[config.mk]
export PLATFORM = sky130hd
export DESIGN_NAME = whack_field_flat
export DESIGN_NICKNAME = d
export VERILOG_FILES = /design/src/rtl/whack_pkg.sv /design/src/rtl/whack_field_if.sv /design/src/rtl/whack_lane.sv /design/src/rtl/whack_field.sv /design/src/flat_wrapper.sv
export SDC_FILE = /design/constraint.sdc
export NUM_CORES = 2
export LEC_CHECK = 0
export ABC_CLOCK_PERIOD_IN_PS = 17900
export CAP_MARGIN = 5
export CORE_ASPECT_RATIO = 0.7
export CORE_MARGIN = 2
export CORE_UTILIZATION = 34
export CTS_BUF_LIST = sky130_fd_sc_hd__clkbuf_16
export DETAILED_ROUTE_END_ITERATION = 6
export PLACE_DENSITY_LB_ADDON = 0.1
export SYNTH_ARGS = -nofsm -noshare
export SYNTH_HDL_FRONTEND = slang
export SYNTH_HIERARCHICAL = 1
export SYNTH_SLANG_ARGS = --single-unit
export TNS_END_PERCENT = 5
[constraint.sdc]
create_clock -name clk_i -period 17.9 [get_ports clk_i]
set_clock_uncertainty 0.15 [all_clocks]
set_input_delay 1.79 -clock clk_i [delete_from_list [all_inputs] [get_ports clk_i]]
set_output_delay 1.79 -clock clk_i [all_outputs]
set_load 0.02 [all_outputs]
[src/rtl/whack_pkg.sv]
// Shared definitions for the whack-a-mole field: level encodings, the
// RUN/OVER game state, and the level-to-lifetime and level-to-points tables.
package whack_pkg;

    localparam logic [1:0] LVL_0 = 2'd0;
    localparam logic [1:0] LVL_1 = 2'd1;
    localparam logic [1:0] LVL_2 = 2'd2;

    typedef logic [0:0] state_t;
    localparam state_t RUN  = 1'b0;
    localparam state_t OVER = 1'b1;

    // Level 3 falls into the default arm, so it behaves exactly like level 2.
    function automatic logic [31:0] life_of(input logic [1:0] lvl,
                                            input logic [31:0] life0,
                                            input logic [31:0] life1,
                                            input logic [31:0] life2);
        case (lvl)
            LVL_0:   return life0;
            LVL_1:   return life1;
            default: return life2;
        endcase
    endfunction

    function automatic logic [1:0] points_of(input logic [1:0] lvl);
        case (lvl)
            LVL_0:   return 2'd1;
            LVL_1:   return 2'd2;
            default: return 2'd3;
        endcase
    endfunction

endpackage

[src/rtl/whack_field_if.sv]
// Spawn request channel from the RNG into the field (valid/ready handshake).
// The producer holds valid and index stable until it sees ready.
interface whack_field_if #(
    parameter int N_LANES = 18
);
    localparam int IDX_W = (N_LANES > 1) ? $clog2(N_LANES) : 1;

    logic             spawn_valid;
    logic [IDX_W-1:0] spawn_index;
    logic             spawn_ready;

    modport master (output spawn_valid, output spawn_index, input spawn_ready);
    modport slave  (input spawn_valid, input spawn_index, output spawn_ready);

endinterface

[src/rtl/whack_lane.sv]
// One target of the field: lit flag, countdown timer and the level latched
// when the lane was lit. Reports a hit or an expiry to the parent, which owns
// all scoring. A hit on the same cycle as the final timer tick wins.
module whack_lane
    import whack_pkg::*;
#(
    parameter int TIMER_W = 26
) (
    input  logic               clk_i,
    input  logic               rst_i,
    input  logic               clear_i,
    input  logic               load_i,
    input  logic [TIMER_W-1:0] life_i,
    input  logic [1:0]         level_i,
    input  logic               edge_i,
    output logic               lit_o,
    output logic               hit_o,
    output logic               expire_o,
    output logic [1:0]         level_o
);

    logic               lit_q, lit_d;
    logic [TIMER_W-1:0] timer_q, timer_d;
    logic [1:0]         level_q, level_d;

    assign hit_o    = lit_q & edge_i;
    assign expire_o = lit_q & (timer_q == TIMER_W'(1)) & ~edge_i;
    assign lit_o    = lit_q;
    assign level_o  = level_q;

    // Clear beats load beats hit/expiry; a lit lane otherwise counts down by one.
    always_comb begin
        lit_d   = lit_q;
        timer_d = timer_q;
        level_d = level_q;
        if (clear_i) begin
            lit_d   = 1'b0;
            timer_d = '0;
        end else if (load_i) begin
            lit_d   = 1'b1;
            timer_d = life_i;
            level_d = level_i;
        end else if (hit_o || expire_o) begin
            lit_d   = 1'b0;
            timer_d = '0;
        end else if (lit_q) begin
            timer_d = timer_q - TIMER_W'(1);
        end
    end

    // Lane state register with synchronous reset.
    always_ff @(posedge clk_i) begin
        if (rst_i) begin
            lit_q   <= 1'b0;
            timer_q <= '0;
            level_q <= LVL_0;
        end else begin
            lit_q   <= lit_d;
            timer_q <= timer_d;
            level_q <= level_d;
        end
    end

endmodule

[src/rtl/whack_field.sv]
// Multi-target whack-a-mole engine. Accepts spawn requests over
// whack_field_if, keeps up to MAX_ACTIVE lanes lit, scores rising switch
// edges on lit lanes and counts expiries as misses until the game ends.
// Optional build macro WHACK_PENALTY_EN: a rising edge on an unlit lane
// during play takes one point off the score (never below zero).
module whack_field
    import whack_pkg::*;
#(
    parameter int N_LANES    = 18,
    parameter int MAX_ACTIVE = 4,
    parameter int TIMER_W    = 26,
    parameter int SCORE_W    = 8,
    parameter int MISS_W     = 4,
    parameter int MAX_MISSES = 10,
    parameter int LIFE0      = 50_000_000,
    parameter int LIFE1      = 25_000_000,
    parameter int LIFE2      = 12_500_000
) (
    input  logic               clk_i,
    input  logic               rst_i,
    input  logic [1:0]         level_i,
    input  logic               restart_i,
    whack_field_if.slave       spawn_if,
    input  logic [N_LANES-1:0] sw_i,
    output logic [N_LANES-1:0] led_o,
    output logic [SCORE_W-1:0] score_o,
    output logic [MISS_W-1:0]  misses_o,
    output logic               hit_pulse_o,
    output logic               miss_pulse_o,
    output logic               game_over_o
);

    localparam int          IDX_W     = (N_LANES > 1) ? $clog2(N_LANES) : 1;
    localparam logic [31:0] SCORE_MAX = 32'((64'd1 << SCORE_W) - 64'd1);
    localparam logic [31:0] MISS_MAX  = 32'((64'd1 << MISS_W) - 64'd1);

    logic [N_LANES-1:0] lit, hit, expire, load, edgeRun;
    logic [N_LANES-1:0] swPrev_q;
    logic [1:0]         laneLevel [N_LANES];
    logic [TIMER_W-1:0] lifeNow;
    state_t             state_q, state_d;
    logic [SCORE_W-1:0] score_q, score_d;
    logic [MISS_W-1:0]  misses_q, misses_d;
    logic               hitPulse_q, hitPulse_d;
    logic               missPulse_q, missPulse_d;
    logic [31:0]        activeCount, hitPoints, expCount, scoreSum, missSum;
    logic [IDX_W-1:0]   spawnIdx;
    logic               idxOk, spawnReady, accept, laneClear;
`ifdef WHACK_PENALTY_EN
    logic [31:0]        penCount;
`endif

    assign spawnIdx = spawn_if.spawn_index;
    assign idxOk    = 32'(spawnIdx) < 32'(N_LANES);
    assign lifeNow  = TIMER_W'(life_of(level_i, 32'(LIFE0), 32'(LIFE1), 32'(LIFE2)));
    assign edgeRun  = (state_q == RUN) ? (sw_i & ~swPrev_q) : '0;
    assign accept   = spawn_if.spawn_valid & spawnReady;
    assign laneClear = restart_i | (state_d == OVER);

    for (genvar g = 0; g < N_LANES; g++) begin : gLane
        whack_lane #(
            .TIMER_W (TIMER_W)
        ) uLane (
            .clk_i    (clk_i),
            .rst_i    (rst_i),
            .clear_i  (laneClear),
            .load_i   (load[g]),
            .life_i   (lifeNow),
            .level_i  (level_i),
            .edge_i   (edgeRun[g]),
            .lit_o    (lit[g]),
            .hit_o    (hit[g]),
            .expire_o (expire[g]),
            .level_o  (laneLevel[g])
        );
    end

    // Tally lit lanes, hit points and expiries across the whole field this cycle.
    always_comb begin
        activeCount = '0;
        hitPoints   = '0;
        expCount    = '0;
        for (int i = 0; i < N_LANES; i++) begin
            activeCount = activeCount + 32'(lit[i]);
            expCount    = expCount + 32'(expire[i]);
            if (hit[i]) begin
                hitPoints = hitPoints + 32'(points_of(laneLevel[i]));
            end
        end
    end

`ifdef WHACK_PENALTY_EN
    // Count rising edges that landed on unlit lanes during play.
    always_comb begin
        penCount = '0;
        for (int i = 0; i < N_LANES; i++) begin
            penCount = penCount + 32'(edgeRun[i] & ~lit[i]);
        end
    end
`endif

    // Ready also drops during restart so an accepted request is never wiped by the clear.
    always_comb begin
        spawnReady = 1'b0;
        if (state_q == RUN && !restart_i && activeCount < 32'(MAX_ACTIVE) && idxOk) begin
            spawnReady = ~lit[spawnIdx] & ~hit[spawnIdx] & ~expire[spawnIdx];
        end
    end

    // Decode an accepted request into a one-hot load for the target lane.
    always_comb begin
        load = '0;
        for (int i = 0; i < N_LANES; i++) begin
            if (accept && 32'(spawnIdx) == 32'(i)) begin
                load[i] = 1'b1;
            end
        end
    end

    // Saturating score and miss arithmetic; the penalty comes after hit points.
    always_comb begin
        scoreSum = 32'(score_q) + hitPoints;
        if (scoreSum > SCORE_MAX) begin
            scoreSum = SCORE_MAX;
        end
`ifdef WHACK_PENALTY_EN
        scoreSum = (scoreSum > penCount) ? (scoreSum - penCount) : '0;
`endif
        missSum = 32'(misses_q) + expCount;
        if (missSum > MISS_MAX) begin
            missSum = MISS_MAX;
        end
        score_d     = score_q;
        misses_d    = misses_q;
        hitPulse_d  = 1'b0;
        missPulse_d = 1'b0;
        if (restart_i) begin
            score_d  = '0;
            misses_d = '0;
        end else if (state_q == RUN) begin
            score_d     = SCORE_W'(scoreSum);
            misses_d    = MISS_W'(missSum);
            hitPulse_d  = |hit;
            missPulse_d = |expire;
        end
    end

    // Game state: restart always lands in RUN, the final miss moves RUN to OVER.
    always_comb begin
        state_d = state_q;
        if (restart_i) begin
            state_d = RUN;
        end else if (state_q == RUN && missSum >= 32'(MAX_MISSES)) begin
            state_d = OVER;
        end
    end

    // Game registers; the previous switch sample is reloaded on reset so no edge appears.
    always_ff @(posedge clk_i) begin
        swPrev_q <= sw_i;
        if (rst_i) begin
            state_q     <= RUN;
            score_q     <= '0;
            misses_q    <= '0;
            hitPulse_q  <= 1'b0;
            missPulse_q <= 1'b0;
        end else begin
            state_q     <= state_d;
            score_q     <= score_d;
            misses_q    <= misses_d;
            hitPulse_q  <= hitPulse_d;
            missPulse_q <= missPulse_d;
        end
    end

    assign spawn_if.spawn_ready = spawnReady;
    assign led_o        = lit;
    assign score_o      = score_q;
    assign misses_o     = misses_q;
    assign hit_pulse_o  = hitPulse_q;
    assign miss_pulse_o = missPulse_q;
    assign game_over_o  = (state_q == OVER);

endmodule

[src/flat_wrapper.sv]
// flat-port wrapper written by rule: the top's interface ports become plain ports
module whack_field_flat import whack_pkg::*;
#(
    parameter int N_LANES    = 18,
    parameter int MAX_ACTIVE = 4,
    parameter int TIMER_W    = 26,
    parameter int SCORE_W    = 8,
    parameter int MISS_W     = 4,
    parameter int MAX_MISSES = 10,
    parameter int LIFE0      = 50_000_000,
    parameter int LIFE1      = 25_000_000,
    parameter int LIFE2      = 12_500_000
)
  (clk_i, rst_i, level_i, restart_i, sw_i, led_o, score_o, misses_o, hit_pulse_o, miss_pulse_o, game_over_o, spawn_if_spawn_valid, spawn_if_spawn_index, spawn_if_spawn_ready);
  whack_field_if #(.N_LANES(N_LANES)) spawn_if_i ();
  input  logic clk_i;
  input  logic rst_i;
  input  logic [1:0] level_i;
  input  logic restart_i;
  input  logic [N_LANES-1:0] sw_i;
  output logic [N_LANES-1:0] led_o;
  output logic [SCORE_W-1:0] score_o;
  output logic [MISS_W-1:0] misses_o;
  output logic hit_pulse_o;
  output logic miss_pulse_o;
  output logic game_over_o;
  input wire logic [$bits(spawn_if_i.spawn_valid)-1:0] spawn_if_spawn_valid;
  input wire logic [$bits(spawn_if_i.spawn_index)-1:0] spawn_if_spawn_index;
  output wire logic [$bits(spawn_if_i.spawn_ready)-1:0] spawn_if_spawn_ready;
  assign spawn_if_i.spawn_valid = spawn_if_spawn_valid;
  assign spawn_if_i.spawn_index = spawn_if_spawn_index;
  assign spawn_if_spawn_ready = spawn_if_i.spawn_ready;
  whack_field #(.N_LANES(N_LANES), .MAX_ACTIVE(MAX_ACTIVE), .TIMER_W(TIMER_W), .SCORE_W(SCORE_W), .MISS_W(MISS_W), .MAX_MISSES(MAX_MISSES), .LIFE0(LIFE0), .LIFE1(LIFE1), .LIFE2(LIFE2)) u_core (.clk_i(clk_i), .rst_i(rst_i), .level_i(level_i), .restart_i(restart_i), .spawn_if(spawn_if_i), .sw_i(sw_i), .led_o(led_o), .score_o(score_o), .misses_o(misses_o), .hit_pulse_o(hit_pulse_o), .miss_pulse_o(miss_pulse_o), .game_over_o(game_over_o));
endmodule
==> flow_metrics.tcl <==
set metrics [dict create \
    outcome "finished, final reports clean" \
    grt_overflow 0 \
    fp.dieW_um 426.5 \
    grt_max_degree 56 \
    antenna_left 0 \
    grt_antenna_before_repair 4 \
    worstMarginPinSlew_ns 1.308 \
    worst-setup-path-type "in -> reg" \
    vias 44830 \
    grt_pass1_wl_um 252700 \
    min_to "u_core/gLane[17].uLane/level_o[1]" \
    worst_path_most_repeated_cell "fa_1" \
    dpl.cell_count 7212 \
    synthSimpleGateAreaFrac_pct 34.17 \
    vdd_drop_max_uv 53.81 \
    layout_worst_path_cycle_share_pct 96.81 \
    slowest_stage "fa_1" \
    synthCells 5423 \
    pin_count 63 \
    cts_tree "built" \
    ys_seq_area_share_pct 26.15 \
    cp.depth 61 \
    design_area_um2 47290 \
    rows 108 \
    syn_area_um2 42490 \
    synth_warnings 6 \
    root_buffer "clkbuf_16" \
    max-cap-violations 0 \
    synth_top_family_by_area "simple AND/OR/NAND/NOR gates" \
    final_util_pct 38.16 \
    arrival_ns 17.74 \
    cts_sinks 555 \
    grt_pass1_vias 40190 \
    drt_wl_total_um 162500 \
    dpl.hpwl_um 110700 \
    synth-xor-area-share_pct 2.244 \
    drive_gt1_share_pct 8.891 \
    finalSetupViolations 0 \
    synthArstFlopShare_pct 0 \
    die-area_um2 127900 \
    clkLatencyLatePin_ns 0.66 \
    synth_ff_type "dfxtp_1" \
    path_buf_inv 6 \
    rsz0062_at_grt "true" \
    port-buffer-count 62 \
    synth-compound-area-share_pct 25.13 \
    cts.path.max_buffers 3 \
    synthDistinctLibCells 104 \
    hold_depth 2 \
    final-max-slew-violation-count 0 \
    cp-end-kind "register" \
    core_area_um2 123900 \
    hold_viol 0 \
    muxShareOfSynthArea_pct 0.8717 \
    p_leak_nw 18.77 \
    avgSynthCellArea_um2 7.835 \
    crit_required_ns 18.31 \
    p_per_area_nw_per_um2 58.52 \
    fp.dieH_um 299.8 \
    max_slew_margin_pct 12.30 \
    synth_adder_area_share_pct 4.847 \
    cts_buffers 70 \
    synth-edff-count 0 \
    start_util_pct 34.29 \
    ys_ff_latch 555 \
    drtPass1Iterations 6 \
    htree_levels 3 \
    r2r_end "u_core/score_o[6]" \
    wl_per_cell_um 22.17 \
    regToRegStartpoint "u_core/game_over_o" \
    max_freq_mhz 57.71 \
    worst_setup_path_start_kind "primary input" \
    syn_to_final_growth_pct 11.29 \
    crit_family "adder cells" \
    rr_worst_depth 60 \
    vias_per_cell 6.115 \
    drc 0 \
    postCtsHoldBufs 0 \
    stdcell_count 7332 \
    hp-class "reg -> reg" \
    grtUsageTotal_pct 24.73 \
    hold_path.startpoint "u_core/gLane[17].uLane/level_o[1]" \
    reg2reg_slack_ns 1.69 \
    total_power_mw 2.767 \
    period_needed_ns 17.33 \
    placed_area_um2 45120 \
    worstPathMaxFanout 7 \
    drtIter0Drc 4845 \
    final_nets 5801 \
    gp_congestion 0.8894 \
    path_clk_slew_ns 0.06 \
    slowest_delay_ns 0.55 \
]
-- cells by family (layout without fill, tap and decap cells) --
family	Yosys count	count (layout)
xor gates and xnor gates	81	81
adders and majority gates	139	139
muxes	32	32
other	2	218
and+or+nand+nor	2576	2576
DFF	555	555
buffers and inverters	501	544
AOI/OAI and AO/OA	1537	1537
-- state kept, by name, summed over array words and instances, names as in the netlist --
register and count:
u_core/gLane.uLane/timer_q 468, u_core/hit_pulse_o 1, u_core/game_over_o 1, u_core/swPrev_q 18, u_core/miss_pulse_o 1, u_core/gLane.uLane/lit_o 18, u_core/misses_o 4, u_core/gLane.uLane/level_o 36
u_core/score_o 8
-- cell usage in the layout, fill, tap and decap left out, drive strengths merged, types with 74 or more instances in the layout --
cell type / netlist / routed
nor2b: 79 / 79
ha: 95 / 95
o311ai: 147 / 147
nor2: 406 / 406
or4: 164 / 164
clkbuf: 237 / 74
nand2: 486 / 486
dfxtp: 555 / 555
nand3: 273 / 273
a21oi: 284 / 284
nand4: 185 / 185
and2: 74 / 74
o21ai: 310 / 310
nor3: 179 / 179
a31oi: 150 / 150
a22oi: 74 / 74
buf: 39 / 141
nor4: 220 / 220
or2: 77 / 77
inv: 225 / 240
and3: 149 / 149
conb: 2 / 216
-- synthesized netlist by cell type, types with 38 or more instances --
cell	n	area share, %
dfxtp_1	555	26
nand2_1	485	4.3
nor2_1	404	3.6
o21ai_0	291	3.4
nand3_1	272	3.2
a21oi_1	265	3.1
inv_1	225	2.0
nor4_1	201	3.0
nand4_1	184	2.7
nor3_1	179	2.1
a31oi_1	149	2.2
and3_1	149	2.2
clkbuf_1	147	1.3
o311ai_0	109	2.2
ha_1	95	2.8
or4_1	92	1.6
nor2b_1	79	1.2
a22oi_1	74	1.3
and2_1	73	1.1
clkbuf_8	72	2.3
a211oi_1	62	1.1
o211ai_1	61	1.1
nor3b_1	60	1.1
or3_1	58	0.85
o22ai_1	57	0.84
a22o_1	54	1.1
or4_4	54	1.4
xnor2_1	50	1.0
fa_1	43	2.0
or2_2	40	0.59
o31ai_1	39	0.69
a221oi_1	38	0.78
-- tightest hold or removal path, delay by kind of cell (launching register included) --
family | cells | cell delay [ns]
flip-flops | 1 | 0.31
AO/OA/AOI/OAI | 2 | 0.13
-- through the flow --
step	setup TNS, ns	setup slack [ns]	hold slack [ns]
3_5_place_dp	-5.227	-0.6932	0.3244
6_report	0	0.5715	0.3333
2_1_floorplan	0	0.3568	0.3008
4_1_cts	0	0.03239	0.3331
3_3_place_gp	-3.475	-0.4731	0.3176
5_1_grt	-0.2110	-0.05881	0.3624
-- layout make-up --
cell class              count  area (um2)
fillers                 12850       76630
multi-input cells        4581       29530
flip-flops and latches    555       11110
well taps                1650        2064
clock buffers              73        1827
repair buffers            201        1654
inverters                 225       848.3
clock inverters            45       242.7
diodes                      2       5.005
-- report_power, final --
part           switching [mW]  total, mW  internal, mW
Combinational           0.123      0.162        0.0390
Sequential            0.00287       1.24          1.24
Clock                   0.604       1.36         0.759
Total                   0.731       2.77          2.04
-- metal layers --
layer	vias to the layer above	routed length, um	track usage [%]
met5	-	13	0
met4	2	2632	4.854
met3	182	12210	3.849
met2	1810	64750	34.01
met1	21470	82930	39.63
li1	21370	-	-
-- worst max path at each step --
| stage | from | end |
|---|---|---|
| final | sw_i[0] | u_core/score_o[6] |
| after global routing | sw_i[0] | u_core/score_o[6] |
| after CTS | sw_i[0] | u_core/score_o[4] |
| after detailed placement | sw_i[0] | u_core/score_o[4] |
| after global placement | sw_i[0] | u_core/score_o[1] |
| after floorplan | sw_i[0] | u_core/score_o[1] |
-- timing repair --
action | 4_1_cts | 5_1_grt
endpoints found under the hold margin | 0 | 0
setup endpoints to repair | 3 | 8
pin swaps | 0 | 10
resized for setup | 1 | 24
buffers inserted | 0 | 0
(Power assumes the default switching activity.)
